[config.mk]
export PLATFORM = sky130hd
export DESIGN_NAME = histo_frame_sequencer_flat
export DESIGN_NICKNAME = d
export VERILOG_FILES = /design/src/rtl/histo_frame_sequencer_pkg.sv /design/src/rtl/histo_frame_sequencer_if.sv /design/src/rtl/histo_frame_sequencer_rmw_pipe.sv /design/src/rtl/histo_frame_sequencer.sv /design/src/flat_wrapper.sv
export SDC_FILE = /design/constraint.sdc
export NUM_CORES = 1
export LEC_CHECK = 0
export BUFFER_PORTS_ARGS = -buffer_cell sky130_fd_sc_hd__buf_2
export CAP_MARGIN = 20
export CORE_MARGIN = 3
export CORE_UTILIZATION = 45
export DETAILED_ROUTE_END_ITERATION = 7
export PLACE_DENSITY = 0.69
export SLEW_MARGIN = 20
export SYNTH_ARGS = -nofsm -noshare
export SYNTH_HDL_FRONTEND = slang
export SYNTH_SLANG_ARGS = --single-unit
[constraint.sdc]
create_clock -name iClk -period 7.71 [get_ports iClk]
set_input_delay 0.3855 -clock iClk [delete_from_list [all_inputs] [get_ports iClk]]
set_output_delay 0.3855 -clock iClk [all_outputs]
set_load 0.02 [all_outputs]
[src/rtl/histo_frame_sequencer_pkg.sv]
// Shared types and constants for the gray-level histogram frame sequencer.
// The state codes are plain constants so older tools can consume them.
package histo_frame_sequencer_pkg;

  localparam int HIST_BINS = 256;
  localparam int BIN_W     = 20;
  localparam int GRAY_W    = 8;
  localparam int ADDR_W    = GRAY_W + 1;

  localparam logic [BIN_W-1:0] BIN_MAX = '1;

  typedef logic [2:0] state_t;

  localparam state_t ST_INIT_CLR = 3'd0;
  localparam state_t ST_IDLE     = 3'd1;
  localparam state_t ST_ACCUM    = 3'd2;
  localparam state_t ST_DRAIN    = 3'd3;
  localparam state_t ST_SCAN     = 3'd4;
  localparam state_t ST_CLEAR    = 3'd5;

  function automatic logic [BIN_W-1:0] sat_add(input logic [BIN_W-1:0] a,
                                               input logic [BIN_W-1:0] b);
    logic [BIN_W:0] s;
    s = {1'b0, a} + {1'b0, b};
    return s[BIN_W] ? BIN_MAX : s[BIN_W-1:0];
  endfunction

endpackage

[src/rtl/histo_frame_sequencer_if.sv]
// Pixel, display and histogram-RAM signals of the histogram frame sequencer.
// master = environment side (pixel source, display client, RAM), slave = sequencer.
interface histo_frame_sequencer_if;
  import histo_frame_sequencer_pkg::*;

  logic              iFval;
  logic [GRAY_W-1:0] iGray;
  logic              iGrayValid;
  logic              iDispReq;
  logic [GRAY_W-1:0] iDispAddr;
  logic [BIN_W-1:0]  oDispQ;
  logic              oDispValid;
  logic [ADDR_W-1:0] oRdAddr;
  logic [BIN_W-1:0]  iRdQ;
  logic [ADDR_W-1:0] oWrAddr;
  logic [BIN_W-1:0]  oWrData;
  logic              oWe;
  logic [GRAY_W-1:0] oThresh;
  logic [BIN_W-1:0]  oMaxValue;
  logic              oDone;
  logic              oFrameDrop;
  logic              oBusy;

  modport master (
    output iFval, iGray, iGrayValid, iDispReq, iDispAddr, iRdQ,
    input  oDispQ, oDispValid, oRdAddr, oWrAddr, oWrData, oWe,
    input  oThresh, oMaxValue, oDone, oFrameDrop, oBusy
  );

  modport slave (
    input  iFval, iGray, iGrayValid, iDispReq, iDispAddr, iRdQ,
    output oDispQ, oDispValid, oRdAddr, oWrAddr, oWrData, oWe,
    output oThresh, oMaxValue, oDone, oFrameDrop, oBusy
  );

endinterface

[src/rtl/histo_frame_sequencer_rmw_pipe.sv]
// Two-stage read-modify-write of histogram bins: read in t, saturating +1 write in t+1.
// Back-to-back hits on one bin take the previous write value, since the RAM read is read-first.
module histo_rmw_pipe
  import histo_frame_sequencer_pkg::*;
(
  input  logic              clk,
  input  logic              rst_n,
  input  logic              pix_vld,
  input  logic [ADDR_W-1:0] pix_addr,
  input  logic [BIN_W-1:0]  rd_q,
  output logic              we,
  output logic [ADDR_W-1:0] wr_addr,
  output logic [BIN_W-1:0]  wr_dat
);

  logic              s1_vld_q, s1_vld_d;
  logic [ADDR_W-1:0] s1_addr_q, s1_addr_d;
  logic              wb_vld_q, wb_vld_d;
  logic [ADDR_W-1:0] wb_addr_q, wb_addr_d;
  logic [BIN_W-1:0]  wb_dat_q, wb_dat_d;
  logic              fwd;
  logic [BIN_W-1:0]  base;

  always_comb begin
    fwd       = wb_vld_q && (wb_addr_q == s1_addr_q);
    base      = fwd ? wb_dat_q : rd_q;
    we        = s1_vld_q;
    wr_addr   = s1_addr_q;
    wr_dat    = sat_add(base, {{(BIN_W-1){1'b0}}, 1'b1});
    s1_vld_d  = pix_vld;
    s1_addr_d = pix_addr;
    wb_vld_d  = s1_vld_q;
    wb_addr_d = s1_addr_q;
    wb_dat_d  = wr_dat;
  end

  always_ff @(posedge clk or negedge rst_n) begin
    if (!rst_n) begin
      s1_vld_q  <= 1'b0;
      s1_addr_q <= '0;
      wb_vld_q  <= 1'b0;
      wb_addr_q <= '0;
      wb_dat_q  <= '0;
    end else begin
      s1_vld_q  <= s1_vld_d;
      s1_addr_q <= s1_addr_d;
      wb_vld_q  <= wb_vld_d;
      wb_addr_q <= wb_addr_d;
      wb_dat_q  <= wb_dat_d;
    end
  end

endmodule

[src/rtl/histo_frame_sequencer.sv]
// Gray histogram sequencer: accumulates a frame into one RAM bank, scans it for max and
// threshold bin, clears it, and serves display reads from the other bank on free read slots.
module histo_frame_sequencer
  import histo_frame_sequencer_pkg::*;
#(
  parameter logic [BIN_W-1:0] THRESH_TARGET = 20'd192000
) (
  input logic                   iClk,
  input logic                   iRst_n,
  histo_frame_sequencer_if.slave bus
);

  state_t            state_q, state_d;
  logic [8:0]        cnt_q, cnt_d;
  logic              acc_bank_q, acc_bank_d;
  logic              fval_q, fval_d;
  logic              arm_q, arm_d;
  logic [BIN_W-1:0]  sum_q, sum_d;
  logic [BIN_W-1:0]  max_q, max_d;
  logic [GRAY_W-1:0] thr_q, thr_d;
  logic              found_q, found_d;
  logic [GRAY_W-1:0] thresh_q, thresh_d;
  logic [BIN_W-1:0]  max_value_q, max_value_d;
  logic              done_q, done_d;
  logic              drop_q, drop_d;
  logic              disp_vld_q, disp_vld_d;

  logic              rise, fall, pix_rd, scan_rd, hit;
  logic [GRAY_W-1:0] scan_bin;
  logic [BIN_W-1:0]  sum_nxt;
  logic [ADDR_W-1:0] rd_addr;
  logic              clr_we;
  logic [ADDR_W-1:0] clr_addr;
  logic              rmw_we;
  logic [ADDR_W-1:0] rmw_addr;
  logic [BIN_W-1:0]  rmw_dat;

  histo_rmw_pipe u_rmw (
    .clk      (iClk),
    .rst_n    (iRst_n),
    .pix_vld  (pix_rd),
    .pix_addr ({acc_bank_q, bus.iGray}),
    .rd_q     (bus.iRdQ),
    .we       (rmw_we),
    .wr_addr  (rmw_addr),
    .wr_dat   (rmw_dat)
  );

  // Read port: pixel and scan reads own it; display takes whatever slot is left.
  always_comb begin
    rise       = bus.iFval & ~fval_q;
    fall       = ~bus.iFval & fval_q;
    fval_d     = bus.iFval;
    arm_d      = 1'b1;
    pix_rd     = (state_q == ST_ACCUM) & bus.iGrayValid;
    scan_rd    = (state_q == ST_SCAN) & ~cnt_q[8];
    disp_vld_d = bus.iDispReq & ~pix_rd & ~scan_rd;
    if (pix_rd) begin
      rd_addr = {acc_bank_q, bus.iGray};
    end else if (scan_rd) begin
      rd_addr = {acc_bank_q, cnt_q[7:0]};
    end else begin
      rd_addr = {~acc_bank_q, bus.iDispAddr};
    end
  end

  // Scan data for bin (cnt-1) arrives one cycle after its read; cnt==256 carries bin 255.
  always_comb begin
    scan_bin = cnt_q[7:0] - 8'd1;
    sum_nxt  = sat_add(sum_q, bus.iRdQ);
    hit      = ~found_q & (sum_nxt >= THRESH_TARGET);
  end

  always_comb begin
    state_d     = state_q;
    cnt_d       = cnt_q;
    acc_bank_d  = acc_bank_q;
    sum_d       = sum_q;
    max_d       = max_q;
    thr_d       = thr_q;
    found_d     = found_q;
    thresh_d    = thresh_q;
    max_value_d = max_value_q;
    done_d      = 1'b0;
    drop_d      = rise & (state_q != ST_IDLE) & (state_q != ST_ACCUM);
    clr_we      = 1'b0;
    clr_addr    = '0;
    case (state_q)
      ST_INIT_CLR: begin
        if (arm_q) begin
          clr_we   = 1'b1;
          clr_addr = cnt_q;
          if (cnt_q == 9'd511) begin
            state_d = ST_IDLE;
            cnt_d   = '0;
          end else begin
            cnt_d = cnt_q + 9'd1;
          end
        end
      end
      ST_IDLE: begin
        if (rise) state_d = ST_ACCUM;
      end
      ST_ACCUM: begin
        if (fall) begin
          state_d = ST_DRAIN;
          cnt_d   = '0;
        end
      end
      ST_DRAIN: begin
        // Two cycles let the last pixel's write land before the scan reads.
        if (cnt_q[0]) begin
          state_d = ST_SCAN;
          cnt_d   = '0;
          sum_d   = '0;
          max_d   = '0;
          thr_d   = 8'd255;
          found_d = 1'b0;
        end else begin
          cnt_d = cnt_q + 9'd1;
        end
      end
      ST_SCAN: begin
        if (cnt_q != 9'd0) begin
          sum_d = sum_nxt;
          if (bus.iRdQ > max_q) max_d = bus.iRdQ;
          if (hit) begin
            found_d = 1'b1;
            thr_d   = scan_bin;
          end
        end
        if (cnt_q == 9'd256) begin
          state_d     = ST_CLEAR;
          cnt_d       = '0;
          thresh_d    = thr_d;
          max_value_d = max_d;
          done_d      = 1'b1;
          acc_bank_d  = ~acc_bank_q;
        end else begin
          cnt_d = cnt_q + 9'd1;
        end
      end
      ST_CLEAR: begin
        clr_we   = 1'b1;
        clr_addr = {acc_bank_q, cnt_q[7:0]};
        if (cnt_q == 9'd255) begin
          state_d = ST_IDLE;
          cnt_d   = '0;
        end else begin
          cnt_d = cnt_q + 9'd1;
        end
      end
      default: begin
        state_d = ST_INIT_CLR;
        cnt_d   = '0;
      end
    endcase
  end

  always_ff @(posedge iClk or negedge iRst_n) begin
    if (!iRst_n) begin
      state_q     <= ST_INIT_CLR;
      cnt_q       <= '0;
      acc_bank_q  <= 1'b0;
      fval_q      <= 1'b0;
      arm_q       <= 1'b0;
      sum_q       <= '0;
      max_q       <= '0;
      thr_q       <= '0;
      found_q     <= 1'b0;
      thresh_q    <= '0;
      max_value_q <= '0;
      done_q      <= 1'b0;
      drop_q      <= 1'b0;
      disp_vld_q  <= 1'b0;
    end else begin
      state_q     <= state_d;
      cnt_q       <= cnt_d;
      acc_bank_q  <= acc_bank_d;
      fval_q      <= fval_d;
      arm_q       <= arm_d;
      sum_q       <= sum_d;
      max_q       <= max_d;
      thr_q       <= thr_d;
      found_q     <= found_d;
      thresh_q    <= thresh_d;
      max_value_q <= max_value_d;
      done_q      <= done_d;
      drop_q      <= drop_d;
      disp_vld_q  <= disp_vld_d;
    end
  end

  assign bus.oRdAddr    = rd_addr;
  assign bus.oWe        = rmw_we | clr_we;
  assign bus.oWrAddr    = rmw_we ? rmw_addr : clr_addr;
  assign bus.oWrData    = rmw_we ? rmw_dat : '0;
  assign bus.oDispValid = disp_vld_q;
  assign bus.oDispQ     = disp_vld_q ? bus.iRdQ : '0;
  assign bus.oThresh    = thresh_q;
  assign bus.oMaxValue  = max_value_q;
  assign bus.oDone      = done_q;
  assign bus.oFrameDrop = drop_q;
  assign bus.oBusy      = (state_q != ST_IDLE) && (state_q != ST_ACCUM);

endmodule

[src/flat_wrapper.sv]
// flat-port wrapper written by rule: the top's interface ports become plain ports
module histo_frame_sequencer_flat import histo_frame_sequencer_pkg::*;
#(
  parameter logic [BIN_W-1:0] THRESH_TARGET = 20'd192000
)
  (iClk, iRst_n, bus_iFval, bus_iGray, bus_iGrayValid, bus_iDispReq, bus_iDispAddr, bus_iRdQ, bus_oDispQ, bus_oDispValid, bus_oRdAddr, bus_oWrAddr, bus_oWrData, bus_oWe, bus_oThresh, bus_oMaxValue, bus_oDone, bus_oFrameDrop, bus_oBusy);
  histo_frame_sequencer_if bus_i ();
  input logic iClk;
  input logic iRst_n;
  input wire logic [$bits(bus_i.iFval)-1:0] bus_iFval;
  input wire logic [$bits(bus_i.iGray)-1:0] bus_iGray;
  input wire logic [$bits(bus_i.iGrayValid)-1:0] bus_iGrayValid;
  input wire logic [$bits(bus_i.iDispReq)-1:0] bus_iDispReq;
  input wire logic [$bits(bus_i.iDispAddr)-1:0] bus_iDispAddr;
  input wire logic [$bits(bus_i.iRdQ)-1:0] bus_iRdQ;
  output wire logic [$bits(bus_i.oDispQ)-1:0] bus_oDispQ;
  output wire logic [$bits(bus_i.oDispValid)-1:0] bus_oDispValid;
  output wire logic [$bits(bus_i.oRdAddr)-1:0] bus_oRdAddr;
  output wire logic [$bits(bus_i.oWrAddr)-1:0] bus_oWrAddr;
  output wire logic [$bits(bus_i.oWrData)-1:0] bus_oWrData;
  output wire logic [$bits(bus_i.oWe)-1:0] bus_oWe;
  output wire logic [$bits(bus_i.oThresh)-1:0] bus_oThresh;
  output wire logic [$bits(bus_i.oMaxValue)-1:0] bus_oMaxValue;
  output wire logic [$bits(bus_i.oDone)-1:0] bus_oDone;
  output wire logic [$bits(bus_i.oFrameDrop)-1:0] bus_oFrameDrop;
  output wire logic [$bits(bus_i.oBusy)-1:0] bus_oBusy;
  assign bus_i.iFval = bus_iFval;
  assign bus_i.iGray = bus_iGray;
  assign bus_i.iGrayValid = bus_iGrayValid;
  assign bus_i.iDispReq = bus_iDispReq;
  assign bus_i.iDispAddr = bus_iDispAddr;
  assign bus_i.iRdQ = bus_iRdQ;
  assign bus_oDispQ = bus_i.oDispQ;
  assign bus_oDispValid = bus_i.oDispValid;
  assign bus_oRdAddr = bus_i.oRdAddr;
  assign bus_oWrAddr = bus_i.oWrAddr;
  assign bus_oWrData = bus_i.oWrData;
  assign bus_oWe = bus_i.oWe;
  assign bus_oThresh = bus_i.oThresh;
  assign bus_oMaxValue = bus_i.oMaxValue;
  assign bus_oDone = bus_i.oDone;
  assign bus_oFrameDrop = bus_i.oFrameDrop;
  assign bus_oBusy = bus_i.oBusy;
  histo_frame_sequencer #(.THRESH_TARGET(THRESH_TARGET)) u_core (.iClk(iClk), .iRst_n(iRst_n), .bus(bus_i));
endmodule
==> results.py <==
metrics = {
    "status": {
        "outcome": "finished, final reports clean",
    },
    "logic_synthesis": {
        "yosys.area_share.simple": 0.197,
        "synthArstFlopShare": 1.00,
        "synthFlopType": "dfrtp_1",
        "synth_compound_area_frac": 0.163,
        "synth_edf_count": 0,
        "synthesis.nets": 1076,
        "netlist_instances": 987,
        "synth.distinct_cells": 62,
        "yosys_warnings": 0,
        "syn_area_per_cell_um2": 8.74,
        "synth_top_family_by_area": "simple AND/OR/NAND/NOR gates",
        "ys_seq_elements": 135,
        "synth-adder-area-share": 0.0705,
        "synth_area_um2": 8620,
        "ys_seq_area_frac": 0.392,
        "synth_xor_area_frac": 0.0538,
        "muxShareOfSynthArea": 0.0785,
    },
    "drt": {
        "first_pass_iters": 5,
        "wire_per_inst_um": 17.2,
        "drt_iter0_markers": 438,
        "ant_nets": 0,
        "wirelength_um": 22800,
        "via_count": 7510,
        "via_per_inst": 5.65,
        "drc": 0,
    },
    "setup_path": {
        "cp-start-kind": "flip-flop",
        "reg2regPathDepth": 10,
        "crit_fanout": 21,
        "regToRegSetupSlack_ps": 3910,
        "r2r_start": "u_core.sum_q[0]",
        "r2r-end": "u_core.thr_q[0]",
        "critPathKind": "reg2out",
        "cp.required_ps": 7320,
        "cp-endpoint": "bus_oWrData[11]",
        "startpoint": "u_core.u_rmw.wr_addr[8]",
        "arrival_ps": 3790,
        "worstSetupEndpointType": "output pin",
    },
    "layout": {
        "finalNetCount": 1177,
        "multi_input_area_um2": 4860,
        "final_cell_mix": "135 x dfrtp_1, 130 x buf_2, 119 x nand2_1",
        "final_common_cell": "dfrtp_1",
        "fin_cells": 1330,
        "drive_above_1_share": 0.177,
        "nFillCells": 1728,
        "syn2layout_area_growth_pct": 16.0,
        "regArea_um2": 3380,
        "diodes": 0,
    },
    "pwr": {
        "seq_power_share": 0.359,
        "powerDensity_nw_per_um2": 221,
        "p_sw_uw": 767,
        "intPower_mw": 1.44,
        "netSwitchingFraction": 0.347,
        "p_clk_frac": 0.367,
        "pwr-share-comb": 0.274,
        "leakagePower_nw": 4.55,
        "peakVddDrop_v": 0.000158,
    },
    "floorplan": {
        "rows": 49,
        "die-area_um2": 20900,
        "die_w_um": 144,
        "die_h_um": 144,
        "pin_count": 132,
        "core_um2": 18400,
        "start_util": 0.469,
    },
    "clocking": {
        "cts_buffers": 17,
        "clock_sinks": 135,
        "cts_tree": "done",
        "clk_pin_slew_ps": 70,
        "cts_buffer_depth": 2,
        "h-tree-depth": 4,
        "cts_hold_buf": 0,
        "post-cts-setup-buffers": 0,
        "cts_resized": 0,
        "cts-root-buf": "clkbuf_16",
        "clk_latency_ps": 430,
    },
    "place": {
        "dpl_worst_slack_ps": 3680,
        "port_buffers": 131,
        "dpl.hpwl_um": 16500,
        "gp_congestion": 0.960,
        "dp_cells": 1297,
    },
    "sta": {
        "relSlewSlack": 0.335,
        "drv_slew": 0,
        "fin_setup_tns_ps": 0,
        "clock_skew_ps": 13.5,
        "max_freq_ghz": 0.240,
        "rsz0062_at_grt": "no",
        "layout_min_cycle_time_ps": 4170,
        "fin_crit_sh": 0.541,
        "finalHoldViolCount": 0,
        "setup_viol": 0,
        "max_slew.worst_pin.slew_ps": 995,
        "setup_ws_ps": 3540,
    },
    "grt": {
        "antenna_found_initial": 0,
        "grt_pass1_wl_um": 37400,
        "grt-ovfl-total": 0,
        "grt_use_total": 0.225,
        "grt_max_degree": 93,
        "grt_pass1_vias": 7316,
    },
    "min_path": {
        "hold_class": "in2async",
    },
    "run": {
        "max-cap-violations": 0,
    },
}
worst min path at each step:
| stage | end | cells after the start |
|---|---|---|
| final | u_core.u_rmw.wb_dat_q[2] | 1 |
| after global routing | u_core.u_rmw.wr_addr[0] | 1 |
| after CTS | u_core.u_rmw.wr_addr[1] | 1 |
| after detailed placement | u_core.u_rmw.wb_addr_q[2] | 0 |
| after global placement | u_core.u_rmw.wb_addr_q[2] | 0 |
| after floorplan | u_core.acc_bank_q | 0 |
sequential cells by signal, indices dropped and copies added (netlist names):
name and cells:
u_core.acc_bank_q 1, u_core.arm_q 1, u_core.bus.oDispValid 1, u_core.bus.oDone 1
u_core.bus.oFrameDrop 1, u_core.bus.oMaxValue 20, u_core.bus.oThresh 8, u_core.cnt_q 9
u_core.found_q 1, u_core.fval_q 1, u_core.max_q 20, u_core.state_q 3
u_core.sum_q 20, u_core.thr_q 8, u_core.u_rmw.wb_addr_q 9, u_core.u_rmw.wb_dat_q 20
u_core.u_rmw.wb_vld_q 1, u_core.u_rmw.we 1, u_core.u_rmw.wr_addr 9
Yosys cell counts (all sizes together), types with 8 or more instances:
library cell | number | share of area
dfrtp | 135 | 0.39
nand2 | 120 | 0.053
nor2 | 88 | 0.038
a21oi | 72 | 0.042
mux2i | 62 | 0.072
o21ai | 59 | 0.035
ha | 47 | 0.068
clkbuf | 43 | 0.019
and2 | 41 | 0.030
inv | 39 | 0.017
xnor2 | 36 | 0.037
nand3 | 31 | 0.018
nor3 | 22 | 0.013
o31ai | 22 | 0.019
nand4 | 17 | 0.012
xor2 | 17 | 0.017
buf | 16 | 0.0097
a21o | 13 | 0.011
and3 | 13 | 0.0094
nand2b | 11 | 0.0080
a31oi | 9 | 0.0065
o211ai | 8 | 0.0081
metrics by stage:
stage | hold WS, ps | utilization | instance area, µm² | power, mW
4_1_cts | 58.8 | 0.543 | 9980 | 2.22
6_report | 43.4 | 0.544 | 10000 | 2.21
3_3_place_gp | 401 | 0.511 | 9400 | 1.40
5_1_grt | 55.8 | 0.544 | 10000 | 2.33
2_1_floorplan | 89.9 | - | 8620 | 1.24
3_5_place_dp | 407 | 0.511 | 9400 | 1.40
worst max-delay path: stages (launching register included):
cell	delay, ps
dfrtp_1	420
xnor2_1	170
nand4_1	170
nor3_2	180
buf_4	250
nand2_1	70
o21ai_0	100
ha_1	370
a21boi_1	480
nand2_1	550
o21ai_1	290
and2_1	150
buf_2	150
cells by family after synthesis:
logic type | count (synthesis)
mux | 67
simple gates | 362
other cells | 1
fa+ha+maj | 48
buf+inv | 98
compound gates | 223
xor+xnor | 53
flops | 135
area by class of cell:
cell class	instances	area share
multi-input cells	754	0.486
flip-flops and latches	135	0.338
repair buffers	141	0.0745
clock buffers	17	0.0425
well taps	229	0.0287
clock inverters	15	0.0158
inverters	39	0.0146
power by group through the flow:
| stage | Sequential, mW | Clock [mW] | Combinational [mW] |
|---|---|---|---|
| after floorplan | 0.796 | 0 | 0.441 |
| after global placement | 0.803 | 0 | 0.593 |
| after detailed placement | 0.805 | 0 | 0.595 |
| after CTS | 0.792 | 0.827 | 0.598 |
| after global routing | 0.800 | 0.860 | 0.666 |
| final | 0.793 | 0.811 | 0.605 |
layer usage:
layer	vias up	track usage	wire length (µm)
met5	-	0	0
met4	0	0.0776	589
met3	39	0.0423	1120
met2	232	0.373	10900
met1	3595	0.296	10300
li1	3644	-	-
Note: power is estimated with default switching activity, not from simulation.
